`src/rtl/truth_table_sequencer.sv`:
```
// truth_table_sequencer
//   Sweeps x,y,z through all eight input combinations, samples the selected
//   3-input function unit on fn_s and assembles its 8-entry truth table.
//   It can target a single function, or sweep every function in turn
//   (sel = 3'b111). In single-function mode the table is compared against
//   'expected'.
//
// Ports
//   clk, rst_n    rising-edge clock, synchronous active-low reset
//   start, abort  sweep request / cancel
//   sel           function index, or 3'b111 for all functions
//   expected      reference table for the single-function compare
//   fn_s          outputs of the function units (bit k = function k)
//   x, y, z       stimulus driven to every function unit
//   busy          sweep in progress
//   tbl, tbl_fn   captured table (bit i = f at {x,y,z}=i) and its function
//   tbl_valid     one-cycle pulse, tbl is complete for tbl_fn
//   match         tbl == expected, updated with done, held until next start
//   done          one-cycle pulse at the end of the whole sweep
//   err           one-cycle pulse, start seen with an illegal sel
//   dbg_state     current FSM state
//
// Handshake: start is a request that is accepted only while the block is
// idle (busy=0 and not in the final DONE cycle); once accepted busy stays
// high until the last table is captured. Requests while busy are dropped.

module truth_table_sequencer #(
  parameter int N_FUNC = 5,
  parameter int SETTLE = 1
) (
  input  logic              clk,
  input  logic              rst_n,
  input  logic              start,
  input  logic              abort,
  input  logic [2:0]        sel,
  input  logic [7:0]        expected,
  input  logic [N_FUNC-1:0] fn_s,
  output logic              x,
  output logic              y,
  output logic              z,
  output logic              busy,
  output logic [7:0]        tbl,
  output logic [2:0]        tbl_fn,
  output logic              tbl_valid,
  output logic              match,
  output logic              done,
  output logic              err,
  output logic [2:0]        dbg_state
);

  localparam int CW = (SETTLE > 1) ? $clog2(SETTLE) : 1;

  typedef enum logic [2:0] {
    S_IDLE   = 3'd0,
    S_DRIVE  = 3'd1,
    S_SAMPLE = 3'd2,
    S_NEXTFN = 3'd3,
    S_DONE   = 3'd4
  } state_t;

  // With no settle time the DRIVE state is skipped entirely.
  localparam state_t S_COMBO = (SETTLE == 0) ? S_SAMPLE : S_DRIVE;

  state_t          state_q, state_d;
  logic [2:0]      idx_q, idx_d;
  logic [2:0]      fn_q, fn_d;
  logic [CW-1:0]   cnt_q, cnt_d;
  logic [2:0]      sel_q, sel_d;
  logic [7:0]      exp_q, exp_d;
  logic [2:0]      xyz_q, xyz_d;
  logic            busy_q, busy_d;
  logic [7:0]      tbl_q, tbl_d;
  logic [2:0]      tbl_fn_q, tbl_fn_d;
  logic            tbl_valid_q, tbl_valid_d;
  logic            match_q, match_d;
  logic            done_q, done_d;
  logic            err_q, err_d;

  // Pad fn_s to 8 bits so any 3-bit index stays in range.
  logic [7:0] fn_ext;
  assign fn_ext = {{(8 - N_FUNC){1'b0}}, fn_s};

  logic sel_legal;
  assign sel_legal = (sel == 3'd7) || (int'(sel) < N_FUNC);

  always_comb begin
    state_d     = state_q;
    idx_d       = idx_q;
    fn_d        = fn_q;
    cnt_d       = cnt_q;
    sel_d       = sel_q;
    exp_d       = exp_q;
    xyz_d       = xyz_q;
    busy_d      = busy_q;
    tbl_d       = tbl_q;
    tbl_fn_d    = tbl_fn_q;
    tbl_valid_d = 1'b0;
    match_d     = match_q;
    done_d      = 1'b0;
    err_d       = 1'b0;

    case (state_q)
      S_IDLE: begin
        if (start) begin
          if (sel_legal) begin
            sel_d   = sel;
            exp_d   = expected;
            idx_d   = 3'd0;
            fn_d    = (sel == 3'd7) ? 3'd0 : sel;
            cnt_d   = '0;
            xyz_d   = 3'd0;
            tbl_d   = 8'd0;
            busy_d  = 1'b1;
            match_d = 1'b0;
            state_d = S_COMBO;
          end else begin
            err_d = 1'b1;
          end
        end
      end

      S_DRIVE: begin
        if (int'(cnt_q) == SETTLE - 1) begin
          state_d = S_SAMPLE;
        end else begin
          cnt_d = cnt_q + CW'(1);
        end
      end

      S_SAMPLE: begin
        tbl_d[idx_q] = fn_ext[fn_q];
        if (idx_q != 3'd7) begin
          idx_d   = idx_q + 3'd1;
          xyz_d   = idx_q + 3'd1;
          cnt_d   = '0;
          state_d = S_COMBO;
        end else begin
          tbl_valid_d = 1'b1;
          tbl_fn_d    = fn_q;
          if ((sel_q == 3'd7) && (int'(fn_q) < N_FUNC - 1)) begin
            state_d = S_NEXTFN;
          end else begin
            // Last table captured: the sweep is over, release the bus.
            busy_d  = 1'b0;
            xyz_d   = 3'd0;
            state_d = S_DONE;
          end
        end
      end

      S_NEXTFN: begin
        fn_d    = fn_q + 3'd1;
        idx_d   = 3'd0;
        xyz_d   = 3'd0;
        cnt_d   = '0;
        tbl_d   = 8'd0;
        state_d = S_COMBO;
      end

      S_DONE: begin
        done_d  = 1'b1;
        match_d = (sel_q != 3'd7) && (tbl_q == exp_q);
        state_d = S_IDLE;
      end

      default: state_d = S_IDLE;
    endcase

    // Abort cancels any active sweep and discards this cycle's work;
    // the partially built table is left visible.
    if (abort && ((state_q == S_DRIVE) || (state_q == S_SAMPLE) ||
                  (state_q == S_NEXTFN))) begin
      state_d     = S_IDLE;
      busy_d      = 1'b0;
      xyz_d       = 3'd0;
      tbl_d       = tbl_q;
      tbl_fn_d    = tbl_fn_q;
      tbl_valid_d = 1'b0;
      idx_d       = idx_q;
      fn_d        = fn_q;
    end
  end

  always_ff @(posedge clk) begin
    if (!rst_n) begin
      state_q     <= S_IDLE;
      idx_q       <= 3'd0;
      fn_q        <= 3'd0;
      cnt_q       <= '0;
      sel_q       <= 3'd0;
      exp_q       <= 8'd0;
      xyz_q       <= 3'd0;
      busy_q      <= 1'b0;
      tbl_q       <= 8'd0;
      tbl_fn_q    <= 3'd0;
      tbl_valid_q <= 1'b0;
      match_q     <= 1'b0;
      done_q      <= 1'b0;
      err_q       <= 1'b0;
    end else begin
      state_q     <= state_d;
      idx_q       <= idx_d;
      fn_q        <= fn_d;
      cnt_q       <= cnt_d;
      sel_q       <= sel_d;
      exp_q       <= exp_d;
      xyz_q       <= xyz_d;
      busy_q      <= busy_d;
      tbl_q       <= tbl_d;
      tbl_fn_q    <= tbl_fn_d;
      tbl_valid_q <= tbl_valid_d;
      match_q     <= match_d;
      done_q      <= done_d;
      err_q       <= err_d;
    end
  end

  assign x         = xyz_q[2];
  assign y         = xyz_q[1];
  assign z         = xyz_q[0];
  assign busy      = busy_q;
  assign tbl       = tbl_q;
  assign tbl_fn    = tbl_fn_q;
  assign tbl_valid = tbl_valid_q;
  assign match     = match_q;
  assign done      = done_q;
  assign err       = err_q;
  assign dbg_state = state_q;

endmodule

```
`config.mk`:
```
export PLATFORM = sky130hd
export DESIGN_NAME = truth_table_sequencer
export DESIGN_NICKNAME = d
export VERILOG_FILES = /design/src/rtl/truth_table_sequencer.sv
export SDC_FILE = /design/constraint.sdc
export NUM_CORES = 1
export LEC_CHECK = 0
export CAP_MARGIN = 15
export CORE_ASPECT_RATIO = 0.8
export CORE_MARGIN = 2
export CORE_UTILIZATION = 55
export CTS_CLUSTER_SIZE = 20
export DETAILED_ROUTE_END_ITERATION = 10
export GPL_ROUTABILITY_DRIVEN = 1
export PLACE_DENSITY = 0.87
export RECOVER_POWER = 25
export SYNTH_ARGS = -nofsm -noshare
export SYNTH_HDL_FRONTEND = slang
export SYNTH_SLANG_ARGS = --single-unit
export TNS_END_PERCENT = 10
```
`constraint.sdc`:
```
create_clock -name clk -period 3.35 [get_ports clk]
set_clock_uncertainty 0.05 [all_clocks]
set_input_delay 1.005 -clock clk [delete_from_list [all_inputs] [get_ports clk]]
set_output_delay 1.005 -clock clk [all_outputs]
set_load 0.02 [all_outputs]
```
==> results of run 1 <==
## through the flow
step,hold slack [ns],std cells
floorplan,0.435,224
global placement,0.388,297
detailed placement,0.393,297
CTS,0.412,305
global route,0.435,305
finish,0.405,305
## placed cells by master (no fill, tap or decap), types with 3 or more instances in the layout
master,instances
sky130_fd_sc_hd__dfxtp_1,39
sky130_fd_sc_hd__dlygate4sd3_1,9
sky130_fd_sc_hd__clkbuf_8,6
sky130_fd_sc_hd__xnor2_1,8
sky130_fd_sc_hd__a31oi_1,5
sky130_fd_sc_hd__inv_1,12
sky130_fd_sc_hd__ha_1,3
sky130_fd_sc_hd__o21ai_0,7
sky130_fd_sc_hd__a311oi_1,4
sky130_fd_sc_hd__clkdlybuf4s50_1,32
sky130_fd_sc_hd__o221ai_1,3
sky130_fd_sc_hd__nor2b_1,15
sky130_fd_sc_hd__and3_1,3
sky130_fd_sc_hd__o2bb2ai_1,4
sky130_fd_sc_hd__nand4_1,3
sky130_fd_sc_hd__o22ai_1,7
sky130_fd_sc_hd__nand2_1,15
sky130_fd_sc_hd__nand3_1,3
sky130_fd_sc_hd__nand2b_1,5
sky130_fd_sc_hd__mux2i_1,16
sky130_fd_sc_hd__a21o_1,3
sky130_fd_sc_hd__nor3_1,4
sky130_fd_sc_hd__buf_4,4
sky130_fd_sc_hd__nor2_1,11
## per-layer routing
metal  track usage (%)  routed length, µm  up-vias
met3              8.17                355       14
met1              35.2               2220      833
li1                  -                  -      895
met2              35.6               2070       85
met4              8.63                 98        0
met5                 0                  0        -
## area by class of cell
cell class              count  area (µm²)
clock buffers               6        82.6
multi-input cells         158        1130
repair buffers             46         444
inverters                  12        45.0
flip-flops and latches     39         781
clock inverters             2        35.0
fillers                   275         903
well taps                  42        52.6
## cells by family (layout without fill, tap and decap cells)
kind of cell	count (synthesis)	after routing	synth area share (%)
xor gates and xnor gates	10	10	4.34
adders and majority gates	3	3	1.86
buffers and inverters	27	66	5.46
and+or+nand+nor	74	74	21.1
AOI/OAI and AO/OA	55	55	20.6
muxes	16	16	7.94
DFF	39	39	38.7
## registers in the layout (all words and copies together) (netlist names)
signal and flops:
busy 1, dbg_state 3, done 1, err 1
exp_q 8, fn_q 3, idx_q 3, match 1
sel_q 3, tbl 8, tbl_fn 3, tbl_valid 1
xyz_q 3
## path summary, 6_finish.rpt
check | from | endpoint | slack [ns] | depth (start not counted)
max reg2reg | idx_q[1] | tbl_fn[0] | 1.23 | 6
max | dbg_state[1] | dbg_state[1] | 0.67 | 1
min reg2reg | xyz_q[0] | xyz_q[0] | 0.41 | 1
min | xyz_q[0] | xyz_q[0] | 0.41 | 1
## power by group through the flow
stage	registers [µW]	logic [µW]	clock network (µW)
floorplan	514	126	0
global placement	518	180	0
detailed placement	520	183	0
CTS	509	185	412
global route	513	201	439
finish	509	185	405
==> key figures, run 1 <==
Place
  • Final HPWL DP: approximately 3.3 mm
  • PortBufs: between 40 and 50
  • Setup slack after placement: around 0.47 ns
  • Post-placement cell area: 2450 µm²
  • Gp weighted congestion: between 0.8 and 0.9

Pwr
  • Design internal power: approximately 820 µW
  • Share of total power in combinational logic: 16.8%
  • Proportion of power drawn by the clock network: approximately 37%
  • Worst IR drop on VDD: 0.000356 V
  • Portion of total power attributed to sequential cells: 46.4%
  • Reported leakage power: approximately 0.00095 µW
  • PD cells: 428 nW/µm²
  • Post-layout power: 1100 µW
  • Net switching component of the power: roughly 280 µW
  • Net Sw Frac: between 20% and 30%

Detailed routing
  • Average vias per placed instance: ~6
  • DRC Markers: 0
  • Routed length per instance: between 15 and 20 µm
  • Via count of the routed design: between 1,500 and 2,000
  • Initial detailed-routing violation count: between 200 and 250
  • Sum of routed wire length over all layers: between 4 and 5 mm
  • First drt pass iteration count: 5
  • Number of antenna-violating nets in the routed design: 0

Floorplanning
  • Floorplan die area: between 4000 and 5000 µm²
  • Area of the core region: ~3500 µm²
  • Io pins: 42
  • DIE WIDTH: 71.7 µm
  • Effective utilization at floorplan: 58.1%
  • Die height: roughly 58 µm
  • Placement row count: 19

Synth
  • Async set or reset register ratio after synthesis: 0%
  • Cell area after synthesis: 2020 µm²
  • EDFF count, synth: 0
  • Register bit count reported by yosys: 39
  • Most frequent cells after synthesis: sky130_fd_sc_hd__dfxtp_1, sky130_fd_sc_hd__mux2i_1, sky130_fd_sc_hd__nand2_1, sky130_fd_sc_hd__nor2b_1, sky130_fd_sc_hd__clkbuf_1
  • Synthesis Warnings: 0
  • Count of different cell masters after synthesis: 50
  • Library cell with the largest summed area after synthesis: sky130_fd_sc_hd__dfxtp_1
  • Synthesized netlist cell count: ~220
  • Post-synth top flop: sky130_fd_sc_hd__dfxtp_1
  • Syn Nets: roughly 250
  • Share of Yosys cell area claimed by the top area cell type: 38.7%
  • Avg Synthesized Cell Area: approximately 9.0 µm²
  • Leading cell types by total area after synthesis: sky130_fd_sc_hd__dfxtp_1, sky130_fd_sc_hd__mux2i_1, sky130_fd_sc_hd__nor2b_1, sky130_fd_sc_hd__xnor2_1, sky130_fd_sc_hd__nand2_1
  • Most common cell in the synthesized netlist: sky130_fd_sc_hd__dfxtp_1
  • Sequential-to-total area share from yosys stat: 38.7%

Finish
  • Fin nets: ~290
  • Proportion of layout cells with a drive suffix above 1: 7.60%
  • Area added between synthesis and finish: 27.2%
  • Number of antenna cells inserted: 0
  • Utilization after layout: between 70% and 80%
  • Post-route cell area: around 2600 µm²

Setup path
  • Required time worst endpoint: about 2.3 ns
  • CP cell instances: clkdlybuf4s50_1
  • Cell with the largest stage delay on the worst path: sky130_fd_sc_hd__clkdlybuf4s50_1
  • Arrival time at the worst endpoint: 1.63 ns
  • Crit path largest cell delay: around 0.70 ns
  • Number of buffer and inverter instances along the worst setup path: 1
  • Path type of the worst setup path: reg -> out
  • Type of origin of the critical path: flop
  • Max FO, Critical Path: 15
  • Critical path capture point type: primary output
  • Category of cells accounting for the largest share of critical-path delay: buffers and inverters

GRT
  • Maximum number of pins on one net before global-route repair: 18
  • Total congestion overflow: 0
  • Global-route wire length before repair: about 7.9 mm
  • Antenna violations before repair: 0
  • Global-route usage over all layers: 24.9%
  • Number of global-route vias before repair: 1,608

STA
  • Setup repair after global routing missed its margin: false
  • Total Neg Setup Slack: 0 ns
  • Setup violations, final: 0
  • Relative max-transition margin: about three fifths
  • Worst-Margin Slew: just over 0.6 ns
  • Clock period minus worst slack: about 2.7 ns
  • Final critical-path setup slack: 0.668 ns
  • Number of hold violations in the final report: 0
  • Achievable Freq: between 300 and 400 MHz
  • Final critical-path share of the clock period: between 80% and 90%
  • Final slew viol count: 0

Min path
  • Min-Delay Path Class: reg -> reg

Clock network
  • Clock insertion delay at the later pin of the skew report: around 0.29 ns
  • Clock tree root buffer cell: sky130_fd_sc_hd__clkbuf_8
  • Setup Buffers After CTS: 0
  • Largest buffer count on any clock path: 2
  • H-tree lvl count: 2
  • Count of clock tree sinks: 39
  • TritonCTS buffer count: 5
  • Clock slew seen by the registers of the worst setup and hold paths: 0.08 ns
  • TritonCTS clock tree: done
  • Hold-fix buffer count after cts: 0
  • Post-CTS resize count: 0

Flow run
  • Reported max-cap violation count: 0

Outcome
  • Run status: completed
Note: power is estimated with default switching activity, not from simulation.
==> run 2: changes to the inputs <==
CORE_UTILIZATION = 51   (was 55)
PLACE_DENSITY = 0.82   (was 0.87)
clock period = 2.71 ns   (was 3.35 ns; I/O delays follow)
==> run 2 against run 1 <==
First-iteration DRC count fell by 59%. Register-to-register slack got worse by 0.52 ns. Clock power rose by 22%. Combinational power rose by 31%. Sequential share of layout area fell by 0.82 points. Highest routed layer unchanged. Setup slack got worse by 0.40 ns.
==> key figures, run 2 (same netlist as run 1, synthesis figures left out) <==
Setup path
  • Path type of the worst setup path: reg -> out
  • Arrival time at the worst endpoint: ~1.6 ns
  • Number of buffer and inverter instances along the worst setup path: 1
  • Category of cells accounting for the largest share of critical-path delay: buffers and inverters
  • Type of origin of the critical path: flop
  • CP cell instances: clkdlybuf4s50_1
  • Max FO, Critical Path: 14
  • Required time worst endpoint: 1.85 ns
  • Critical path capture point type: primary output
  • Cell with the largest stage delay on the worst path: sky130_fd_sc_hd__clkdlybuf4s50_1
  • Crit path largest cell delay: roughly 0.7 ns

Place
  • Gp weighted congestion: between 0.8 and 0.9
  • Post-placement cell area: 2530 µm²
  • Cells after DPL: 316
  • Final HPWL DP: between 3 and 4 mm
  • PortBufs: between 40 and 50

Detailed routing
  • Via count of the routed design: ~1,800
  • First drt pass iteration count: 4
  • Number of antenna-violating nets in the routed design: 0
  • Average vias per placed instance: 5.52
  • Sum of routed wire length over all layers: between 4 and 5 mm
  • Routed length per instance: 14.2 µm
  • DRC Markers: 0
  • Initial detailed-routing violation count: between 80 and 90

Floorplanning
  • Placement row count: 20
  • DIE WIDTH: around 74 µm
  • Io pins: 42
  • Effective utilization at floorplan: 53.1%
  • Die height: about 60 µm
  • Floorplan die area: 4480 µm²
  • Area of the core region: about 3800 µm²

Clock network
  • Count of clock tree sinks: 39
  • Clock slew seen by the registers of the worst setup and hold paths: 0.07 ns
  • Hold-fix buffer count after cts: 0
  • Post-CTS resize count: 0
  • TritonCTS clock tree: done
  • Clock tree root buffer cell: sky130_fd_sc_hd__clkbuf_8
  • TritonCTS buffer count: 5
  • H-tree lvl count: 2
  • Clock insertion delay at the later pin of the skew report: ~0.29 ns
  • Setup Buffers After CTS: 0
  • Largest buffer count on any clock path: 2

Pwr
  • Worst IR drop on VDD: roughly 0.00045 V
  • Share of total power in combinational logic: 17.8%
  • Net switching component of the power: around 340 µW
  • Reported leakage power: just under 0.001 µW
  • Proportion of power drawn by the clock network: between 30 and 40%
  • Post-layout power: about 1400 µW
  • PD cells: between 500 and 600 nW/µm²
  • Portion of total power attributed to sequential cells: between 40% and 50%
  • Net Sw Frac: about a quarter
  • Design internal power: slightly above 1000 µW

STA
  • Relative max-transition margin: between 60% and 70%
  • Worst-Margin Slew: roughly 0.5 ns
  • Number of hold violations in the final report: 0
  • Final slew viol count: 0
  • Setup violations, final: 0
  • Total Neg Setup Slack: 0 ns
  • Setup repair after global routing missed its margin: false
  • Achievable Freq: about 410 MHz
  • Final critical-path share of the clock period: approximately nine tenths
  • Clock period minus worst slack: 2.44 ns

Finish
  • Leading cell type in the layout, fill and taps excluded: sky130_fd_sc_hd__dfxtp_1
  • Final Non-Filler Cells: around 320
  • Post-route cell area: between 2000 and 3000 µm²
  • Area added between synthesis and finish: 30.8%
  • Fin nets: 291
  • Number of antenna cells inserted: 0
  • Highest-count cells in the layout ignoring fill and taps: sky130_fd_sc_hd__dfxtp_1, sky130_fd_sc_hd__clkdlybuf4s50_1, sky130_fd_sc_hd__mux2i_1
  • Proportion of layout cells with a drive suffix above 1: approximately a tenth

GRT
  • Global-route usage over all layers: 22.2%
  • Maximum number of pins on one net before global-route repair: 21
  • Antenna violations before repair: 0
  • Total congestion overflow: 0
  • Number of global-route vias before repair: 1,611
  • Global-route wire length before repair: about 7.5 mm

Outcome
  • Run status: completed

Flow run
  • Reported max-cap violation count: 0

Min path
  • Min-Delay Path Class: reg -> reg
run 2: changes by cell type in the layout (fill, tap and decap cells not counted):
cell,delta
sky130_fd_sc_hd__clkbuf_2,+1
sky130_fd_sc_hd__and2_1,+1
sky130_fd_sc_hd__buf_12,+1
sky130_fd_sc_hd__dlygate4sd3_1,+2
sky130_fd_sc_hd__buf_4,+4
sky130_fd_sc_hd__clkdlybuf4s50_1,-2
sky130_fd_sc_hd__and2_0,-1
run 2: area by class of cell:
cell class | instances | area (µm²)
clock inverters | 2 | 35.0
well taps | 55 | 68.8
flip-flops and latches | 39 | 781
multi-input cells | 158 | 1130
repair buffers | 52 | 499
fillers | 337 | 1160
clock buffers | 6 | 82.6
inverters | 12 | 45.0
run 2: worst register-to-register path, delay by kind of cell (launching register included):
| kind | cells | cell delay, ns |
|---|---|---|
| and+or+nand+nor | 3 | 0.63 |
| adders and majority gates | 2 | 0.40 |
| DFF | 1 | 0.56 |
| muxes | 1 | 0.26 |
run 2: stage by stage:
stage               utilization, %  setup WS [ns]  hold slack (ns)
floorplan                        -          0.567            0.435
global placement              66.4          0.157            0.389
detailed placement            66.4          0.137            0.402
CTS                           69.5          0.275            0.421
global route                  69.4          0.200            0.438
finish                        69.4          0.271            0.410
run 2: layer usage:
metal | part of all wire (%) | wire length (µm) | GRT usage [%] | up-vias
met5 | 0 | 0 | 0 | -
met4 | 1.5 | 70 | 9.18 | 0
met3 | 5.7 | 264 | 5.73 | 10
met2 | 43 | 1990 | 32.9 | 54
met1 | 50 | 2290 | 30.7 | 815
li1 | - | - | - | 908
run 2: final timing paths:
| check | startpoint | endpoint | slack (ns) | cells past startpoint |
|---|---|---|---|---|
| worst min register to register | xyz_q[2] | xyz_q[2] | 0.41 | 2 |
| worst min-delay path | xyz_q[2] | xyz_q[2] | 0.41 | 2 |
| worst max-delay path | dbg_state[0] | dbg_state[0] | 0.27 | 1 |
| worst max register to register | idx_q[1] | tbl_fn[2] | 0.71 | 6 |
run 2: power groups by stage:
stage / logic, µW / clock network (µW) / registers (µW)
after floorplan: 156 / 0 / 636
after global placement: 242 / 0 / 638
after detailed placement: 244 / 0 / 638
after CTS: 247 / 506 / 625
after global routing: 265 / 528 / 629
final: 243 / 495 / 626
==> run 3: changes to the inputs <==
CTS_CLUSTER_DIAMETER = 200   (was default)
==> results of run 3 <==
The final DEF is identical to that of run 2; final timing and power are the same.
